--- src/rtl/mod_counter.sv ---
// Parametrised up/down modulus counter with load, wrap-or-saturate mode, tc/wrap/sat flags.
// Optional compare-match pulse is built only when MOD_COUNTER_MATCH_EN is defined.
module mod_counter #(
  parameter int     WIDTH    = 4,
  parameter longint MAX_VAL  = (longint'(1) << WIDTH) - 1,
  parameter bit     SATURATE = 1'b0
) (
  input  logic             clk,
  input  logic             rst,
  input  logic             en,
  input  logic             load,
  input  logic [WIDTH-1:0] load_val,
  input  logic             up_dn,
`ifdef MOD_COUNTER_MATCH_EN
  input  logic [WIDTH-1:0] cmp_val,
  output logic             match,
`endif
  output logic [WIDTH-1:0] count,
  output logic             tc,
  output logic             wrap,
  output logic             sat
);

  if (WIDTH < 2 || WIDTH > 32) begin : g_bad_width
    $error("mod_counter: WIDTH must be in 2..32");
  end
  if (MAX_VAL < 1 || MAX_VAL > (longint'(1) << WIDTH) - 1) begin : g_bad_max
    $error("mod_counter: MAX_VAL must be in 1..2**WIDTH-1");
  end

  localparam logic [WIDTH:0] MAX_EXT = (WIDTH+1)'(MAX_VAL);
  localparam logic [WIDTH:0] ONE_EXT = {{WIDTH{1'b0}}, 1'b1};

  function automatic logic [WIDTH-1:0] clamp_load(input logic [WIDTH-1:0] v);
    return ({1'b0, v} > MAX_EXT) ? MAX_EXT[WIDTH-1:0] : v;
  endfunction

  logic [WIDTH-1:0] r_count;
  logic             r_wrap;
  logic             r_sat;

  logic [WIDTH:0]   w_cnt_ext;
  logic [WIDTH:0]   w_inc;
  logic [WIDTH:0]   w_dec;
  logic             w_at_max;
  logic             w_at_zero;
  logic [WIDTH-1:0] w_next;
  logic             w_wrap_nxt;
  logic             w_sat_nxt;
  logic             w_upd;

  // One extra bit keeps count+1 at 2**WIDTH-1 and count-1 at 0 from aliasing.
  assign w_cnt_ext = {1'b0, r_count};
  assign w_inc     = w_cnt_ext + ONE_EXT;
  assign w_dec     = w_cnt_ext - ONE_EXT;
  assign w_at_max  = (w_inc > MAX_EXT);
  assign w_at_zero = w_dec[WIDTH];

  always_comb begin
    w_next     = r_count;
    w_wrap_nxt = 1'b0;
    w_sat_nxt  = r_sat;
    w_upd      = 1'b0;
    if (load) begin
      w_next    = clamp_load(load_val);
      w_sat_nxt = 1'b0;
      w_upd     = 1'b1;
    end else if (en) begin
      if (up_dn) begin
        if (!w_at_max) begin
          w_next = w_inc[WIDTH-1:0];
          w_upd  = 1'b1;
        end else if (SATURATE) begin
          w_sat_nxt = 1'b1;
        end else begin
          w_next     = '0;
          w_wrap_nxt = 1'b1;
          w_upd      = 1'b1;
        end
      end else begin
        if (!w_at_zero) begin
          w_next = w_dec[WIDTH-1:0];
          w_upd  = 1'b1;
        end else if (SATURATE) begin
          w_sat_nxt = 1'b1;
        end else begin
          w_next     = MAX_EXT[WIDTH-1:0];
          w_wrap_nxt = 1'b1;
          w_upd      = 1'b1;
        end
      end
    end
  end

  always_ff @(posedge clk) begin
    if (rst) begin
      r_count <= '0;
      r_wrap  <= 1'b0;
      r_sat   <= 1'b0;
    end else begin
      r_count <= w_next;
      r_wrap  <= w_wrap_nxt;
      r_sat   <= w_sat_nxt;
    end
  end

`ifdef MOD_COUNTER_MATCH_EN
  logic r_upd;
  logic r_match;

  // Match fires one cycle after a real update lands on cmp_val; holds never re-fire it.
  always_ff @(posedge clk) begin
    if (rst) begin
      r_upd   <= 1'b0;
      r_match <= 1'b0;
    end else begin
      r_upd   <= w_upd;
      r_match <= r_upd && (r_count == cmp_val);
    end
  end

  assign match = r_match;
`else
  logic w_upd_unused;
  assign w_upd_unused = w_upd;
`endif

  assign count = r_count;
  assign wrap  = r_wrap;
  assign sat   = r_sat;
  assign tc    = en & ((up_dn & w_at_max) | (~up_dn & w_at_zero));

endmodule

--- config.mk ---
export PLATFORM = sky130hd
export DESIGN_NAME = mod_counter
export DESIGN_NICKNAME = d
export VERILOG_FILES = /design/src/rtl/mod_counter.sv
export SDC_FILE = /design/constraint.sdc
export NUM_CORES = 1
export LEC_CHECK = 0
export CORE_AREA = 5 5 42 44
export DETAILED_ROUTE_END_ITERATION = 6
export DIE_AREA = 0 0 47 49
export PLACE_DENSITY = 0.71
export SYNTH_ARGS = -nofsm -noshare
export SYNTH_HDL_FRONTEND = slang
export SYNTH_SLANG_ARGS = --single-unit
--- constraint.sdc ---
create_clock -name clk -period 4.91 [get_ports clk]
set_clock_uncertainty 0.2 [all_clocks]
set_input_delay 0.491 -clock clk [delete_from_list [all_inputs] [get_ports clk]]
set_output_delay 0.491 -clock clk [all_outputs]
set_load 0.03 [all_outputs]
* Word-level counts from Yosys, hierarchy flattened
Cells that the tools add are included. W data, S select, Z words.
Operators by class: divide/modulo/power cells 0, shifts and indexed selects 0, reductions and logical operators 2, add/subtract/negate cells 2, $mul 0, bitwise logic cells 6, equality and inequality tests 0, mux-type cells 8, magnitude comparators 1
Operators by type and width (number):
- $mux W4 | 5
- $add A4 B1 Y5 const B | 1
- $gt A5 B4 Y1 const B | 1
- $sub A4 B1 Y5 const B | 1
- $and A1 B1 Y1 | 3
- $mux W1 | 3
- $reduce_or A3 Y1 | 1
- $not A1 Y1 | 2
- $reduce_bool A2 Y1 | 1
- $or A1 B1 Y1 | 1
Storage, ports and cells: bits in registers 5, memories 0, logic and storage cells 21, output and inout bits 7, memory bits (writable) 0, bits in latches 0, memory bits (read-only) 0, input port bits 9

* Depth between registers and ports, before layout
Gate-level depths: netlist of the first run.
depth in word-level cells 6, mapped depth 6, gate-level depth less buffers 6

* Worst setup path before layout of the first run
Ideal clock, no wire load.
path kind reg2out, start point register r_count[0], in the netlist count[0], end point output tc, stages on the path, launching flop included 6, path buffers 0, setup slack 2.290 ns, arrival 1.929 ns, path through dfxtp_1 inv_1 ha_1 nand2b_2 or3_4 a31oi_2
On the way: word-level cells in the longest chain between the ends 5, elaborated cells between the ends (all ways) 7, those cells by class 2 x add/sub; 1 x order compare; 4 x bitwise
RTL lines:
- start, declared | RTL line 38 | logic [WIDTH-1:0] r_count;
- start signal, assigned | RTL line 101 | r_count <= w_next;
- $add A4 B1 Y5 | RTL line 54 | assign w_inc = w_cnt_ext + ONE_EXT;
- $gt A5 B4 Y1 | RTL line 56 | assign w_at_max = (w_inc > MAX_EXT);
- $and A1 B1 Y1 | RTL line 131 | assign tc = en & ((up_dn & w_at_max) | (~up_dn & w_at_zero));
- $or A1 B1 Y1 (*) | RTL line 131
- $and A1 B1 Y1 (*) | RTL line 131
- end, declared | RTL line 19 | output logic tc,
Every way passes the cells marked *; elsewhere a longest branch is shown, timed or not.

* Worst setup path in the final report of the first run
Same ends and word-level chain as after synthesis.

==> results of run 1 <==
cell type report:
| cell class | instances | area (sq um) |
|---|---|---|
| clock buffer | 4 | 26.3 |
| fill | 146 | 728 |
| inverter | 3 | 11.3 |
| multi-input combinational | 52 | 375 |
| sequential | 5 | 100 |
| tap | 16 | 20.0 |
| timing repair buffer | 14 | 140 |
worst max-delay path, delay by kind of cell (launching register included):
family	cells	cell delay, ps
AO/OA/AOI/OAI	1	180
adder cells (fa/ha/maj)	1	380
AND/OR/NAND/NOR	2	430
flip-flops	1	490
buffers and inverters	2	840
final timing paths:
kind,from,to,slack [ps],depth (start not counted)
worst max register to register,count[0]$_SDFFE_PP0P_,count[3]$_SDFFE_PP0P_,2800,6
worst max-delay path,count[0]$_SDFFE_PP0P_,tc,1670,6
worst min-delay path,count[1]$_SDFFE_PP0P_,count[1]$_SDFFE_PP0P_,570,4
worst min register to register,count[1]$_SDFFE_PP0P_,count[1]$_SDFFE_PP0P_,570,4
stage by stage:
step,instance area [sq um],total power (W),instances,utilization [%],hold slack (ps)
6_report,673,0.000148,94,48.0,568
5_1_grt,673,0.000157,94,48.0,637
4_1_cts,673,0.000149,94,48.0,558
3_5_place_dp,647,0.000104,90,46.2,549
3_3_place_gp,647,0.000103,90,46.2,542
2_1_floorplan,552,0.0000889,66,-,360
layer usage:
metal	routed length, um	part of all wire, %	global-route usage (%)	vias to the layer above
li1	-	-	-	270
met1	536	45	13.8	245
met2	614	52	17.4	7
met3	33	2.8	1.48	0
met4	0	0	3.69	0
met5	0	0	0	-
where the power goes:
group	leakage, nW	internal (W)	switching (W)	total, W
clock	0.0150	0.0000305	0.0000137	0.0000442
sequential	0.0413	0.0000436	0.00000754	0.0000511
combinational	0.176	0.0000259	0.0000264	0.0000523
sequential cells by signal (all words and copies together) (netlist names):
register,count
count,4
wrap,1
cell families (layout without fill, tap and decap cells):
family	Yosys count	count (layout)	share of synthesized area, %
XOR/XNOR	2	2	3.18
adder cells (fa/ha/maj)	3	3	6.80
flip-flops	5	5	18.1
other	1	1	0.680
multiplexers	1	1	1.81
buffers and inverters	9	21	13.8
AND/OR/NAND/NOR	24	24	28.8
AO/OA/AOI/OAI	21	21	26.8
cell usage in the layout, fill, tap and decap left out, types with 2 or more instances in the layout:
cell | netlist | routed
sky130_fd_sc_hd__clkbuf_4 | 0 | 3
sky130_fd_sc_hd__nand3_1 | 2 | 2
sky130_fd_sc_hd__nor3_1 | 2 | 2
sky130_fd_sc_hd__ha_1 | 3 | 3
sky130_fd_sc_hd__o21ai_0 | 4 | 4
sky130_fd_sc_hd__dfxtp_1 | 5 | 5
sky130_fd_sc_hd__a21oi_1 | 7 | 7
sky130_fd_sc_hd__o21bai_1 | 2 | 2
sky130_fd_sc_hd__nor3b_1 | 2 | 2
sky130_fd_sc_hd__nand2b_1 | 2 | 2
sky130_fd_sc_hd__xnor2_1 | 2 | 2
sky130_fd_sc_hd__inv_1 | 3 | 3
sky130_fd_sc_hd__nand2b_2 | 2 | 2
sky130_fd_sc_hd__clkdlybuf4s50_1 | 0 | 14
sky130_fd_sc_hd__nor2_1 | 4 | 4
sky130_fd_sc_hd__nand2_1 | 2 | 2
==> impl_metrics.prom, run 1 <==
# TYPE chip_impl_metric gauge
chip_impl_info{name="run_status",value="complete, no violations"} 1
chip_impl_info{name="synth_most_common_cell",value="sky130_fd_sc_hd__a21oi_1"} 1
chip_impl_metric{name="yosysSeqAreaShare",unit="%"} 18.1
chip_impl_metric{name="number_of_antenna_violations_at_the_first_check_in_global_routing",unit=""} 0
chip_impl_metric{name="cts_hold_repair.buffers",unit=""} 0
chip_impl_info{name="holdCritPathClass",value="reg2reg"} 1
chip_impl_metric{name="synth_largest_type_area_fraction",unit="%"} 18.1
chip_impl_metric{name="num-nets-final",unit=""} 91
chip_impl_metric{name="synth-warning-count",unit=""} 0
chip_impl_info{name="tritoncts",value="yes"} 1
chip_impl_metric{name="setup-tns-final",unit="ps"} 0
chip_impl_metric{name="ys_types",unit=""} 35
chip_impl_metric{name="initial_utilization",unit="%"} 39.4
chip_impl_info{name="grt_setup_unrepaired",value="false"} 1
chip_impl_metric{name="layout-drive-gt1-share",unit="%"} 15.4
chip_impl_metric{name="gp_routability_congestion",unit=""} 0.811
chip_impl_metric{name="slew_viol_final",unit=""} 0
chip_impl_info{name="ys_top_cells_by_area",value="sky130_fd_sc_hd__dfxtp_1, sky130_fd_sc_hd__ha_1, sky130_fd_sc_hd__a21oi_1, sky130_fd_sc_hd__clkbuf_8, sky130_fd_sc_hd__buf_6"} 1
chip_impl_metric{name="antenna_cells_inserted",unit=""} 0
chip_impl_metric{name="synth.net_count",unit=""} 78
chip_impl_metric{name="htree_num_levels",unit=""} 1
chip_impl_metric{name="syn_to_final_growth",unit="%"} 22.0
chip_impl_metric{name="final_critical_path_share_of_the_clock_period",unit="%"} 66.1
chip_impl_metric{name="wl_per_cell",unit="um"} 12.6
chip_impl_metric{name="dpl_worst_slack",unit="ps"} 1820
chip_impl_metric{name="maxCapViolCount",unit=""} 0
chip_impl_metric{name="critPathArrivalTime",unit="ps"} 2550
chip_impl_info{name="cp_capture_type",value="primary output"} 1
chip_impl_metric{name="route.final.wire_length",unit="um"} 1180
chip_impl_metric{name="cts_setup_buffers",unit=""} 0
chip_impl_info{name="setup.worst_path.class",value="reg2out"} 1
chip_impl_metric{name="synth_area",unit="sq um"} 552
chip_impl_metric{name="power-per-cell-area",unit="mW/mm^2"} 219
chip_impl_metric{name="synth_enable_flop_cells",unit=""} 0
chip_impl_metric{name="floorplan.die.width",unit="um"} 47
chip_impl_metric{name="floorplan.die.height",unit="um"} 49
chip_impl_metric{name="via_count",unit=""} 522
chip_impl_metric{name="fin_crit",unit="ps"} 3240
chip_impl_metric{name="clk-insertion-delay-late",unit="ps"} 230
chip_impl_info{name="clockRootBuffer",value="sky130_fd_sc_hd__clkbuf_4"} 1
chip_impl_info{name="synth_top_area_cell",value="sky130_fd_sc_hd__dfxtp_1"} 1
chip_impl_metric{name="drt_pre_antenna_iters",unit=""} 4
chip_impl_metric{name="placeableCoreArea",unit="sq mm"} 0.00140
chip_impl_metric{name="worstPathRequired",unit="ps"} 4220
chip_impl_metric{name="top_level_ports",unit=""} 16
chip_impl_info{name="timing.critical_path.cells",value="inv_1 > ha_1 > nand2b_2 > or3_4 > a31oi_2 > clkdlybuf4s50_1"} 1
chip_impl_metric{name="finalHoldViolations",unit=""} 0
chip_impl_metric{name="grt_pass1_vias",unit=""} 446
chip_impl_metric{name="finalSetupViolations",unit=""} 0
chip_impl_metric{name="grt_first_pass_wirelength",unit="um"} 1930
chip_impl_metric{name="io_buffer_count",unit=""} 14
chip_impl_metric{name="cpPeakStageDelay",unit="ps"} 690
chip_impl_metric{name="cts.sinks",unit=""} 5
chip_impl_metric{name="via_per_inst",unit=""} 5.55
chip_impl_metric{name="cts_repair_resize_count",unit=""} 0
chip_impl_info{name="synth_commonest_cells",value="sky130_fd_sc_hd__a21oi_1, sky130_fd_sc_hd__dfxtp_1, sky130_fd_sc_hd__nor2_1, sky130_fd_sc_hd__o21ai_0"} 1
chip_impl_metric{name="static_leakage_power",unit="nW"} 0.232
chip_impl_metric{name="synth_cells",unit=""} 66
chip_impl_metric{name="clock_path_buffers",unit=""} 2
chip_impl_metric{name="global_route.overflow_total",unit=""} 0
chip_impl_metric{name="overall_routing_resource_usage",unit="%"} 10.7
chip_impl_metric{name="drc_errors",unit=""} 0
chip_impl_info{name="critical_path.slowest_cell",value="sky130_fd_sc_hd__clkdlybuf4s50_1"} 1
chip_impl_metric{name="synth-seq-cells",unit=""} 5
chip_impl_info{name="synth_top_flop_cell",value="sky130_fd_sc_hd__dfxtp_1"} 1
chip_impl_metric{name="fmaxAchievable",unit="GHz"} 0.308
chip_impl_metric{name="crit_fanout",unit=""} 10
chip_impl_metric{name="cts-buffers-inserted",unit=""} 3
chip_impl_metric{name="largest_net_degree_at_the_start_of_global_routing",unit=""} 14
chip_impl_metric{name="post_synth.cell_area_avg",unit="sq um"} 8.36
chip_impl_metric{name="drt-initial-drc-count",unit=""} 4
chip_impl_metric{name="setup_slack",unit="ps"} 1670
chip_impl_metric{name="core.rowCount",unit=""} 14
chip_impl_metric{name="clkTransAtPathRegs",unit="ps"} 40
chip_impl_metric{name="synthArstFlopShare",unit="%"} 0
chip_impl_metric{name="detail-route-antenna-nets",unit=""} 0
chip_impl_metric{name="ir_drop",unit="V"} 0.000147
chip_impl_info{name="critical_path.startpoint_type",value="flop"} 1
chip_impl_metric{name="dieArea",unit="sq mm"} 0.00230
chip_impl_metric{name="place_hpwl",unit="um"} 910
Note: power is estimated with default switching activity, not from simulation.
==> run 2, diff against run 1 <==
- clock period: 4.91 -> 3.4 ns (I/O delays scaled with it)
==> impl_metrics.prom, run 2 (synthesis results as in run 1) <==
# TYPE chip_impl_metric gauge
chip_impl_metric{name="io_buffer_count",unit=""} 14
chip_impl_metric{name="fmaxAchievable",unit="GHz"} 0.321
chip_impl_metric{name="via_count",unit=""} 521
chip_impl_metric{name="htree_num_levels",unit=""} 1
chip_impl_metric{name="layout-drive-gt1-share",unit="%"} 15.4
chip_impl_metric{name="floorplan.die.width",unit="um"} 47
chip_impl_metric{name="route.final.wire_length",unit="um"} 1220
chip_impl_metric{name="dieArea",unit="sq mm"} 0.00230
chip_impl_metric{name="cts_setup_buffers",unit=""} 0
chip_impl_info{name="setup.worst_path.class",value="reg2out"} 1
chip_impl_metric{name="static_leakage_power",unit="nW"} 0.232
chip_impl_metric{name="place_area",unit="sq um"} 647
chip_impl_info{name="final_common_cell",value="sky130_fd_sc_hd__clkdlybuf4s50_1"} 1
chip_impl_metric{name="global_route.overflow_total",unit=""} 0
chip_impl_metric{name="clk-insertion-delay-late",unit="ps"} 230
chip_impl_metric{name="floorplan.die.height",unit="um"} 49
chip_impl_metric{name="detail-route-antenna-nets",unit=""} 0
chip_impl_metric{name="slew_viol_final",unit=""} 0
chip_impl_metric{name="clkTransAtPathRegs",unit="ps"} 40
chip_impl_metric{name="wl_per_cell",unit="um"} 13.0
chip_impl_metric{name="clock_path_buffers",unit=""} 2
chip_impl_metric{name="num-nets-final",unit=""} 91
chip_impl_metric{name="drt-initial-drc-count",unit=""} 13
chip_impl_metric{name="cts_repair_resize_count",unit=""} 0
chip_impl_metric{name="crit_fanout",unit=""} 10
chip_impl_metric{name="largest_reg_flops",unit=""} 4
chip_impl_metric{name="number_of_antenna_violations_at_the_first_check_in_global_routing",unit=""} 0
chip_impl_metric{name="placeableCoreArea",unit="sq mm"} 0.00140
chip_impl_info{name="grt_setup_unrepaired",value="false"} 1
chip_impl_metric{name="largest_net_degree_at_the_start_of_global_routing",unit=""} 14
chip_impl_metric{name="finalPower",unit="W"} 0.000215
chip_impl_metric{name="cts-buffers-inserted",unit=""} 3
chip_impl_metric{name="drc_errors",unit=""} 0
chip_impl_metric{name="worstPathRequired",unit="ps"} 2860
chip_impl_info{name="tritoncts",value="yes"} 1
chip_impl_info{name="layout_common_cells",value="sky130_fd_sc_hd__clkdlybuf4s50_1, sky130_fd_sc_hd__a21oi_1, sky130_fd_sc_hd__dfxtp_1"} 1
chip_impl_metric{name="overall_routing_resource_usage",unit="%"} 11.6
chip_impl_info{name="clockRootBuffer",value="sky130_fd_sc_hd__clkbuf_4"} 1
chip_impl_metric{name="via_per_inst",unit=""} 5.54
chip_impl_metric{name="initial_utilization",unit="%"} 39.4
chip_impl_metric{name="power-per-cell-area",unit="mW/mm^2"} 319
chip_impl_metric{name="cts_hold_repair.buffers",unit=""} 0
chip_impl_metric{name="top_level_ports",unit=""} 16
chip_impl_metric{name="fin_crit",unit="ps"} 3120
chip_impl_metric{name="drt_pre_antenna_iters",unit=""} 4
chip_impl_metric{name="finalSetupViolations",unit=""} 0
chip_impl_metric{name="cts.sinks",unit=""} 5
chip_impl_metric{name="place_hpwl",unit="um"} 928
chip_impl_metric{name="final_critical_path_share_of_the_clock_period",unit="%"} 91.6
chip_impl_info{name="cp_capture_type",value="primary output"} 1
chip_impl_metric{name="maxCapViolCount",unit=""} 0
chip_impl_metric{name="finalHoldViolations",unit=""} 0
chip_impl_metric{name="core.rowCount",unit=""} 14
chip_impl_metric{name="syn_to_final_growth",unit="%"} 22.0
chip_impl_info{name="holdCritPathClass",value="reg2reg"} 1
chip_impl_metric{name="grt_pass1_vias",unit=""} 432
chip_impl_metric{name="antenna_cells_inserted",unit=""} 0
chip_impl_info{name="run_status",value="complete, no violations"} 1
chip_impl_metric{name="setup-tns-final",unit="ps"} 0
chip_impl_metric{name="grt_first_pass_wirelength",unit="um"} 2010
chip_impl_info{name="critical_path.startpoint_type",value="flop"} 1
chip_impl_metric{name="critPathArrivalTime",unit="ps"} 2580
chip_impl_metric{name="finish.instance_area",unit="sq um"} 673
chip_impl_metric{name="ir_drop",unit="V"} 0.000247
chip_impl_metric{name="gp_routability_congestion",unit=""} 0.818
==> run 2: cell counts in the layout (fill, tap and decap cells not counted) <==
Identical to the previous run, type by type.
==> run 2: worst max-delay path, stage by stage (launching register included) <==
cell and delay, ps:
sky130_fd_sc_hd__dfxtp_1 490, sky130_fd_sc_hd__inv_1 150, sky130_fd_sc_hd__ha_1 380, sky130_fd_sc_hd__nand2b_2 90, sky130_fd_sc_hd__or3_4 340, sky130_fd_sc_hd__a31oi_2 190
sky130_fd_sc_hd__clkdlybuf4s50_1 690
==> run 2: per-stage QoR <==
step	worst slack (ps)	util, %	std cells	hold slack [ps]
finish	285	48.0	94	557
global route	119	48.0	94	587
CTS	280	48.0	94	567
detailed placement	554	46.2	90	562
global placement	574	46.2	90	542
floorplan	931	-	66	209
==> run 2: layout make-up <==
type | instances | area, sq um
multi-input combinational | 52 | 375
clock buffer | 4 | 26.3
inverter | 3 | 11.3
tap | 16 | 20.0
fill | 155 | 728
sequential | 5 | 100
timing repair buffer | 14 | 140
==> run 2: power breakdown <==
| group | leakage, nW | switching, W | internal (W) |
|---|---|---|---|
| combinational | 0.176 | 0.0000378 | 0.0000374 |
| clock | 0.0150 | 0.0000215 | 0.0000442 |
| sequential | 0.0413 | 0.0000108 | 0.0000629 |
| total | 0.232 | 0.0000700 | 0.000145 |
==> run 2: worst paths after layout <==
path,from,end,slack (ps),depth (start not counted)
worst max-delay path,count[0]$_SDFFE_PP0P_,tc,280,6
worst min-delay path,count[1]$_SDFFE_PP0P_,count[1]$_SDFFE_PP0P_,560,4
worst max register to register,count[0]$_SDFFE_PP0P_,count[3]$_SDFFE_PP0P_,1250,6
worst min register to register,count[1]$_SDFFE_PP0P_,count[1]$_SDFFE_PP0P_,560,4
==> run 2: layer usage <==
metal | GRT usage (%) | vias up | share of wire [%]
li1 | - | 269 | -
met1 | 14.7 | 237 | 43
met2 | 18.1 | 13 | 52
met3 | 1.11 | 2 | 3.7
met4 | 6.91 | 0 | 1.1
met5 | 0 | - | 0
==> run 3, diff against run 2 <==
- CTS_CLUSTER_SIZE: default -> 14
==> results of run 3 <==
Final layout, timing and power as in run 2 (identical DEF).
